`src/rtl/vessel_kinematics_if.sv`:
```
// -----------------------------------------------------------------------------
// vessel_kinematics_if
//
// Purpose: bundles the orbit-controller inputs and the vessel kinematic
//          outputs exchanged with vessel_kinematics.
//
// Signals:
//   state     [1:0]  orbit-controller state (00 bound, 01 leaving,
//                    10 unbound, 11 arriving)
//   theta     int    orbit angle, bits [7:0] used (256 steps per turn)
//   PlanX/Y/S int    centre and radius of the selected planet
//   VesselX/Y int    registered vessel centre
//   VesselS   int    vessel radius (constant)
//   vel_x/y   int    registered velocity in pixels per frame
//   edge_hit  1      one-cycle pulse after a playfield edge crossing
//
// Modports: master drives the controller inputs, slave is the kinematics block.
// -----------------------------------------------------------------------------
interface vessel_kinematics_if;
    logic [1:0] state;
    int         theta;
    int         PlanX;
    int         PlanY;
    int         PlanS;
    int         VesselX;
    int         VesselY;
    int         VesselS;
    int         vel_x;
    int         vel_y;
    logic       edge_hit;

    modport master (
        output state, theta, PlanX, PlanY, PlanS,
        input  VesselX, VesselY, VesselS, vel_x, vel_y, edge_hit
    );

    modport slave (
        input  state, theta, PlanX, PlanY, PlanS,
        output VesselX, VesselY, VesselS, vel_x, vel_y, edge_hit
    );
endinterface

```
`src/rtl/vessel_kinematics.sv`:
```
// -----------------------------------------------------------------------------
// vessel_kinematics
//
// Purpose: computes the vessel position and velocity each frame. While bound
//          the vessel sits on a circle around the selected planet; on leaving
//          it captures a tangent velocity; while unbound it drifts and is
//          handled at the playfield edges; while arriving it is parked.
//
// Ports:
//   frame_clk  in   one rising edge per frame
//   Reset      in   synchronous, active-high
//   kin        slave modport of vessel_kinematics_if (see that file)
//
// Build option:
//   SCREEN_WRAP_EN  defined   -> unbound vessel wraps around the playfield
//                   undefined -> unbound vessel clamps to the edge and the
//                                velocity of the clamped axis is zeroed
// -----------------------------------------------------------------------------
module vessel_kinematics #(
    parameter int VESSEL_SIZE = 4,
    parameter int ORBIT_GAP   = 8,
    parameter int SPEED       = 4,
    parameter int SCREEN_W    = 640,
    parameter int SCREEN_H    = 480,
    parameter int START_X     = 320,
    parameter int START_Y     = 240
) (
    input logic                 frame_clk,
    input logic                 Reset,
    vessel_kinematics_if.slave  kin
);

    typedef enum logic [1:0] {
        ST_BOUND    = 2'b00,
        ST_LEAVING  = 2'b01,
        ST_UNBOUND  = 2'b10,
        ST_ARRIVING = 2'b11
    } orbit_state_e;

    // Quarter-wave sine, 8 fraction bits: round(256*sin(k*pi/128)), k = 0..64.
    localparam int SIN_ROM [0:64] = '{
          0,   6,  13,  19,  25,  31,  38,  44,  50,  56,  62,  68,  74,
         80,  86,  92,  98, 104, 109, 115, 121, 126, 132, 137, 142, 147,
        152, 157, 162, 167, 172, 177, 181, 185, 190, 194, 198, 202, 206,
        209, 213, 216, 220, 223, 226, 229, 231, 234, 237, 239, 241, 243,
        245, 247, 248, 250, 251, 252, 253, 254, 255, 255, 256, 256, 256
    };

    orbit_state_e orbit_state;
    logic [7:0]   angle;
    logic         unused_theta_bits;
    int           sin_a;
    int           cos_a;
    int           radius;
    int           sum_x;
    int           sum_y;

    int           pos_x_q, pos_y_q, vel_x_q, vel_y_q;
    logic         edge_hit_q;
    int           pos_x_d, pos_y_d, vel_x_d, vel_y_d;
    logic         edge_hit_d;

    // Full-wave sine by folding the quarter table: the second and fourth
    // quadrants read the table backwards, the lower half-turn negates.
    function automatic int sin_lookup(input logic [7:0] a);
        logic [6:0] idx;
        int         mag;
        idx = a[6] ? (7'd64 - {1'b0, a[5:0]}) : {1'b0, a[5:0]};
        mag = SIN_ROM[idx];
        return a[7] ? -mag : mag;
    endfunction

    assign orbit_state       = orbit_state_e'(kin.state);
    assign angle             = kin.theta[7:0];
    assign unused_theta_bits = &{1'b0, kin.theta[31:8]};
    assign sin_a             = sin_lookup(angle);
    assign cos_a             = sin_lookup(angle + 8'd64);
    assign radius            = kin.PlanS + VESSEL_SIZE + ORBIT_GAP;
    assign sum_x             = pos_x_q + vel_x_q;
    assign sum_y             = pos_y_q + vel_y_q;

    // Next-state logic: everything holds by default and each controller
    // state overrides only what it owns. Edge handling looks at the summed
    // position, and X and Y are tested independently so a corner crossing
    // handles both axes in the same frame.
    always_comb begin
        pos_x_d    = pos_x_q;
        pos_y_d    = pos_y_q;
        vel_x_d    = vel_x_q;
        vel_y_d    = vel_y_q;
        edge_hit_d = 1'b0;
        case (orbit_state)
            ST_BOUND: begin
                pos_x_d = kin.PlanX + ((radius * cos_a) >>> 8);
                pos_y_d = kin.PlanY - ((radius * sin_a) >>> 8);
                vel_x_d = 0;
                vel_y_d = 0;
            end
            ST_LEAVING: begin
                vel_x_d = (-(SPEED * sin_a)) >>> 8;
                vel_y_d = (-(SPEED * cos_a)) >>> 8;
            end
            ST_UNBOUND: begin
                pos_x_d = sum_x;
                pos_y_d = sum_y;
`ifdef SCREEN_WRAP_EN
                if (sum_x < 0) begin
                    pos_x_d    = sum_x + SCREEN_W;
                    edge_hit_d = 1'b1;
                end else if (sum_x >= SCREEN_W) begin
                    pos_x_d    = sum_x - SCREEN_W;
                    edge_hit_d = 1'b1;
                end
                if (sum_y < 0) begin
                    pos_y_d    = sum_y + SCREEN_H;
                    edge_hit_d = 1'b1;
                end else if (sum_y >= SCREEN_H) begin
                    pos_y_d    = sum_y - SCREEN_H;
                    edge_hit_d = 1'b1;
                end
`else
                if (sum_x < 0) begin
                    pos_x_d    = 0;
                    vel_x_d    = 0;
                    edge_hit_d = 1'b1;
                end else if (sum_x >= SCREEN_W) begin
                    pos_x_d    = SCREEN_W - 1;
                    vel_x_d    = 0;
                    edge_hit_d = 1'b1;
                end
                if (sum_y < 0) begin
                    pos_y_d    = 0;
                    vel_y_d    = 0;
                    edge_hit_d = 1'b1;
                end else if (sum_y >= SCREEN_H) begin
                    pos_y_d    = SCREEN_H - 1;
                    vel_y_d    = 0;
                    edge_hit_d = 1'b1;
                end
`endif
            end
            ST_ARRIVING: begin
                vel_x_d = 0;
                vel_y_d = 0;
            end
            default: begin
                vel_x_d = 0;
                vel_y_d = 0;
            end
        endcase
    end

    // Output registers; reset wins over whatever state the controller reports.
    always_ff @(posedge frame_clk) begin
        if (Reset) begin
            pos_x_q    <= START_X;
            pos_y_q    <= START_Y;
            vel_x_q    <= 0;
            vel_y_q    <= 0;
            edge_hit_q <= 1'b0;
        end else begin
            pos_x_q    <= pos_x_d;
            pos_y_q    <= pos_y_d;
            vel_x_q    <= vel_x_d;
            vel_y_q    <= vel_y_d;
            edge_hit_q <= edge_hit_d;
        end
    end

    assign kin.VesselX  = pos_x_q;
    assign kin.VesselY  = pos_y_q;
    assign kin.VesselS  = VESSEL_SIZE;
    assign kin.vel_x    = vel_x_q;
    assign kin.vel_y    = vel_y_q;
    assign kin.edge_hit = edge_hit_q;

endmodule

```
`src/flat_wrapper.sv`:
```
// flat-port wrapper written by rule: the top's interface ports become plain ports
module vessel_kinematics_flat 
#(
    parameter int VESSEL_SIZE = 4,
    parameter int ORBIT_GAP   = 8,
    parameter int SPEED       = 4,
    parameter int SCREEN_W    = 640,
    parameter int SCREEN_H    = 480,
    parameter int START_X     = 320,
    parameter int START_Y     = 240
)
  (frame_clk, Reset, kin_state, kin_theta, kin_PlanX, kin_PlanY, kin_PlanS, kin_VesselX, kin_VesselY, kin_VesselS, kin_vel_x, kin_vel_y, kin_edge_hit);
  vessel_kinematics_if kin_i ();
  input logic frame_clk;
  input logic Reset;
  input wire logic [$bits(kin_i.state)-1:0] kin_state;
  input wire logic [$bits(kin_i.theta)-1:0] kin_theta;
  input wire logic [$bits(kin_i.PlanX)-1:0] kin_PlanX;
  input wire logic [$bits(kin_i.PlanY)-1:0] kin_PlanY;
  input wire logic [$bits(kin_i.PlanS)-1:0] kin_PlanS;
  output wire logic [$bits(kin_i.VesselX)-1:0] kin_VesselX;
  output wire logic [$bits(kin_i.VesselY)-1:0] kin_VesselY;
  output wire logic [$bits(kin_i.VesselS)-1:0] kin_VesselS;
  output wire logic [$bits(kin_i.vel_x)-1:0] kin_vel_x;
  output wire logic [$bits(kin_i.vel_y)-1:0] kin_vel_y;
  output wire logic [$bits(kin_i.edge_hit)-1:0] kin_edge_hit;
  assign kin_i.state = kin_state;
  assign kin_i.theta = kin_theta;
  assign kin_i.PlanX = kin_PlanX;
  assign kin_i.PlanY = kin_PlanY;
  assign kin_i.PlanS = kin_PlanS;
  assign kin_VesselX = kin_i.VesselX;
  assign kin_VesselY = kin_i.VesselY;
  assign kin_VesselS = kin_i.VesselS;
  assign kin_vel_x = kin_i.vel_x;
  assign kin_vel_y = kin_i.vel_y;
  assign kin_edge_hit = kin_i.edge_hit;
  vessel_kinematics #(.VESSEL_SIZE(VESSEL_SIZE), .ORBIT_GAP(ORBIT_GAP), .SPEED(SPEED), .SCREEN_W(SCREEN_W), .SCREEN_H(SCREEN_H), .START_X(START_X), .START_Y(START_Y)) u_core (.frame_clk(frame_clk), .Reset(Reset), .kin(kin_i));
endmodule
```
`config.mk`:
```
export PLATFORM = sky130hd
export DESIGN_NAME = vessel_kinematics_flat
export DESIGN_NICKNAME = d
export VERILOG_FILES = /design/src/rtl/vessel_kinematics_if.sv /design/src/rtl/vessel_kinematics.sv /design/src/flat_wrapper.sv
export SDC_FILE = /design/constraint.sdc
export NUM_CORES = 2
export LEC_CHECK = 0
export BUFFER_PORTS_ARGS = -buffer_cell sky130_fd_sc_hd__clkbuf_2
export CAP_MARGIN = 15
export CELL_PAD_IN_SITES_DETAIL_PLACEMENT = 1
export CELL_PAD_IN_SITES_GLOBAL_PLACEMENT = 2
export CORE_MARGIN = 2
export CORE_UTILIZATION = 25
export CTS_CLUSTER_DIAMETER = 120
export DETAILED_ROUTE_END_ITERATION = 10
export PLACE_DENSITY_LB_ADDON = 0.1
export SYNTH_ARGS = -nofsm -noshare
export SYNTH_HDL_FRONTEND = slang
export SYNTH_SLANG_ARGS = --single-unit
```
`constraint.sdc`:
```
create_clock -name frame_clk -period 33.6 [get_ports frame_clk]
set_input_delay 6.72 -clock frame_clk [delete_from_list [all_inputs] [get_ports frame_clk]]
set_output_delay 6.72 -clock frame_clk [all_outputs]
set_load 0.03 [all_outputs]
```
==> flow_summary_export.csv <==
group,metric,value,unit
detailed_routing,antenna_left,0,
final_layout,final_cells,7641,
critical_path,crit_fanout,35,
cts,tritoncts,"yes",
detailed_routing,num_vias,35036,
cts,cts_max_level,4,
critical_path,critPathArrivalTime,23.35,ns
global_routing,grt_use_total,0.200,
synth,yosys.area.top_type,"fa_1",
placed_design,place_area,47700,um2
synth,synth_edf_count,0,
global_routing,grt_max_degree,55,
cts,post_cts_resize_count,0,
sta,setup_ws,10.59,ns
placed_design,place_congestion,0.835,
synth,synth_commonest_cells,"inv_1, fa_1, nor2_1",
placed_design,pre_cts_slack,9.75,ns
synth,synth-seq-cells,113,
sta,rsz0062_at_grt,"false",
global_routing,overflow,0,
detailed_routing,drtIter0Drc,1363,
critical_path,crit_path_end_kind,"flop",
synth,synthCells,5159,
critical_path,critPathRequiredTime,33.94,ns
sta,maxSlewHeadroom,0.256,
sta,hold_viol_final,0,
worst_hold_path,min_path_type,"reg -> reg",
cts,numCtsBuffers,17,
global_routing,use_met2,0.355,
synth,synth-async-reset-ratio,0,
cts,root_buffer,"clkbuf_16",
synth,synth.avg_cell_area,8.44,um2
floorplanning,fp.dieW,421,um
synth,syn_area,43500,um2
synth,yosysUniqueCellTypes,103,
cts,clock-sinks,113,
outcome,status,"completed",
final_layout,final_nets,6684,
synth,seq_area_frac_synth,0.0520,
floorplanning,die_h,421,um
cts,clkTransAtPathRegs,0.06,ns
cts,cts_setup_buffers,0,
final_layout,syn_to_final_growth,10.9,%
floorplanning,die_area,177000,um2
cts,cts_hold_buf,0,
critical_path,crit_start,"kin_theta[0]",
final_layout,fin_area,48300,um2
floorplanning,initial_core_util,0.251,
cts,clk_path_buf_depth,2,
detailed_routing,wl,176,mm
critical_path,path_class,"in -> reg",
global_routing,use_met3,0.00826,
global_routing,grt_pass1_wl,264,mm
sta,max_freq,43.5,MHz
sta,period_needed,23.01,ns
global_routing,antenna_found_initial,5,
floorplanning,core,173000,um2
critical_path,max_stage_delay,0.70,ns
run,maxCapViolCount,0,
sta,clock_skew,0.0129,ns
detailed_routing,firstDrtPassIters,5,
final_layout,nFillCells,20687,
synth,yosysTopAreaCellShare,0.373,
sta,setup_violations,0,
cts,insertion_delay,0.45,ns
critical_path,crit_top_cell,"ha_1",
critical_path,r2r-start,"u_core.kin.vel_x[0]$_SDFFE_PP0P_",
global_routing,grt_pass1_vias,38809,
global_routing,grt-busiest-layer,"met2",
detailed_routing,viasPerCell,4.59,
detailed_routing,avgRoutedWirePerCell,23.0,um
critical_path,critPathLaunchType,"input pin",
placed_design,dpl.hpwl,151,mm
synth,synth_area_leaders,"fa_1, ha_1, inv_1",
final_layout,drive_above_1_share,0.0920,
critical_path,worst_path_max_delay_cell,"a211oi_1",
sta,min_period_over_period,0.685,
synth,yosysMostFrequentCell,"inv_1",
synth,yosysWarnings,0,
global_routing,gr-usage-met1,0.275,
synth,ys.flop_type,"dfxtp_1",
floorplanning,num_rows,153,
placed_design,dp.cells,7607,
sta,totalNegativeSetupSlack,0,ns
floorplanning,io_pins,293,
sta,tightest_slew,1.12,ns
sta,slew_violations,0,
detailed_routing,drc,0,
worst_hold_path,worstHoldStart,"u_core.kin.vel_y[19]$_SDFFE_PP0P_",
placed_design,port-buffer-count,236,
==> state kept, by name, indices dropped and copies added (netlist names) <==
signal               count
u_core.kin.VesselX      32
u_core.kin.VesselY      32
u_core.kin.edge_hit      1
u_core.kin.vel_x        24
u_core.kin.vel_y        24
==> critical path, delay by kind of cell <==
kind / cells / cell delay (ns)
and+or+nand+nor: 19 / 4.12
xor gates and xnor gates: 2 / 0.29
adders and majority gates: 14 / 5.49
AOI/OAI and AO/OA: 16 / 4.50
buffers and inverters: 10 / 2.11
==> final cells by class <==
cell class	count	area, um2	area share
multi-input cells	3768	36600	0.757
inverters	1056	3960	0.0821
well taps	2325	2910	0.0602
flip-flops and latches	113	2260	0.0468
repair buffers	345	2000	0.0415
clock buffers	19	453	0.00938
clock inverters	13	126	0.00262
diodes	2	5.00	0.000104
==> metal layers <==
layer	vias to the layer above	wire length [um]	part of all wire
li1	16377	-	-
met1	18194	83100	0.47
met2	405	87900	0.50
met3	58	2910	0.017
met4	2	1820	0.010
met5	-	19	0.00011
==> placed cells by master (no fill, tap or decap), types with 8 or more instances in the layout <==
cell	n
a211oi_1	33
a21o_1	91
a21oi_1	191
a221oi_1	18
a22o_1	23
a22oi_1	17
a31oi_1	18
and2_1	18
and3_1	26
buf_4	110
clkbuf_16	17
clkbuf_2	235
conb_1	32
dfxtp_1	113
fa_1	810
ha_1	441
inv_1	1048
mux2i_1	17
nand2_1	399
nand2b_1	64
nand3_1	54
nand4_1	23
nor2_1	621
nor2b_1	42
nor3_1	60
nor4_1	15
o2111ai_1	10
o211ai_1	21
o21a_1	27
o21ai_0	123
o21bai_1	23
o31ai_1	17
or2_2	19
or3_1	20
or4_1	8
xnor2_1	211
xnor2_2	17
xor2_1	67
xor2_2	11
==> stage by stage <==
step | hold WS (ns) | utilization
after detailed placement | 0.477 | 0.275
after global routing | 0.517 | 0.278
after floorplan | 0.593 | -
after global placement | 0.472 | 0.275
final | 0.487 | 0.278
after CTS | 0.492 | 0.278
==> path summary, 6_finish.rpt <==
check / to / slack (ns) / cells after the start
worst max register to register: u_core.kin.vel_x[3]$_SDFFE_PP0P_ / 27.64 / 19
worst min-delay path: u_core.kin.vel_y[19]$_SDFFE_PP0P_ / 0.49 / 1
worst min register to register: u_core.kin.vel_y[19]$_SDFFE_PP0P_ / 0.49 / 1
worst max-delay path: u_core.kin.VesselX[31]$_SDFFE_PP0P_ / 10.59 / 61
==> kinds of logic after synthesis <==
logic type      after synthesis  synth area share
simple gates               1414             0.144
fa+ha+maj                  1252             0.500
xor+xnor                    314            0.0653
compound gates              731             0.114
other cells                   2          0.000173
mux                          25           0.00647
flops                       113            0.0520
buf+inv                    1308             0.118
Power is not shown: default switching activity piles up to over one toggle a cycle in this logic, so the estimate is an artifact.
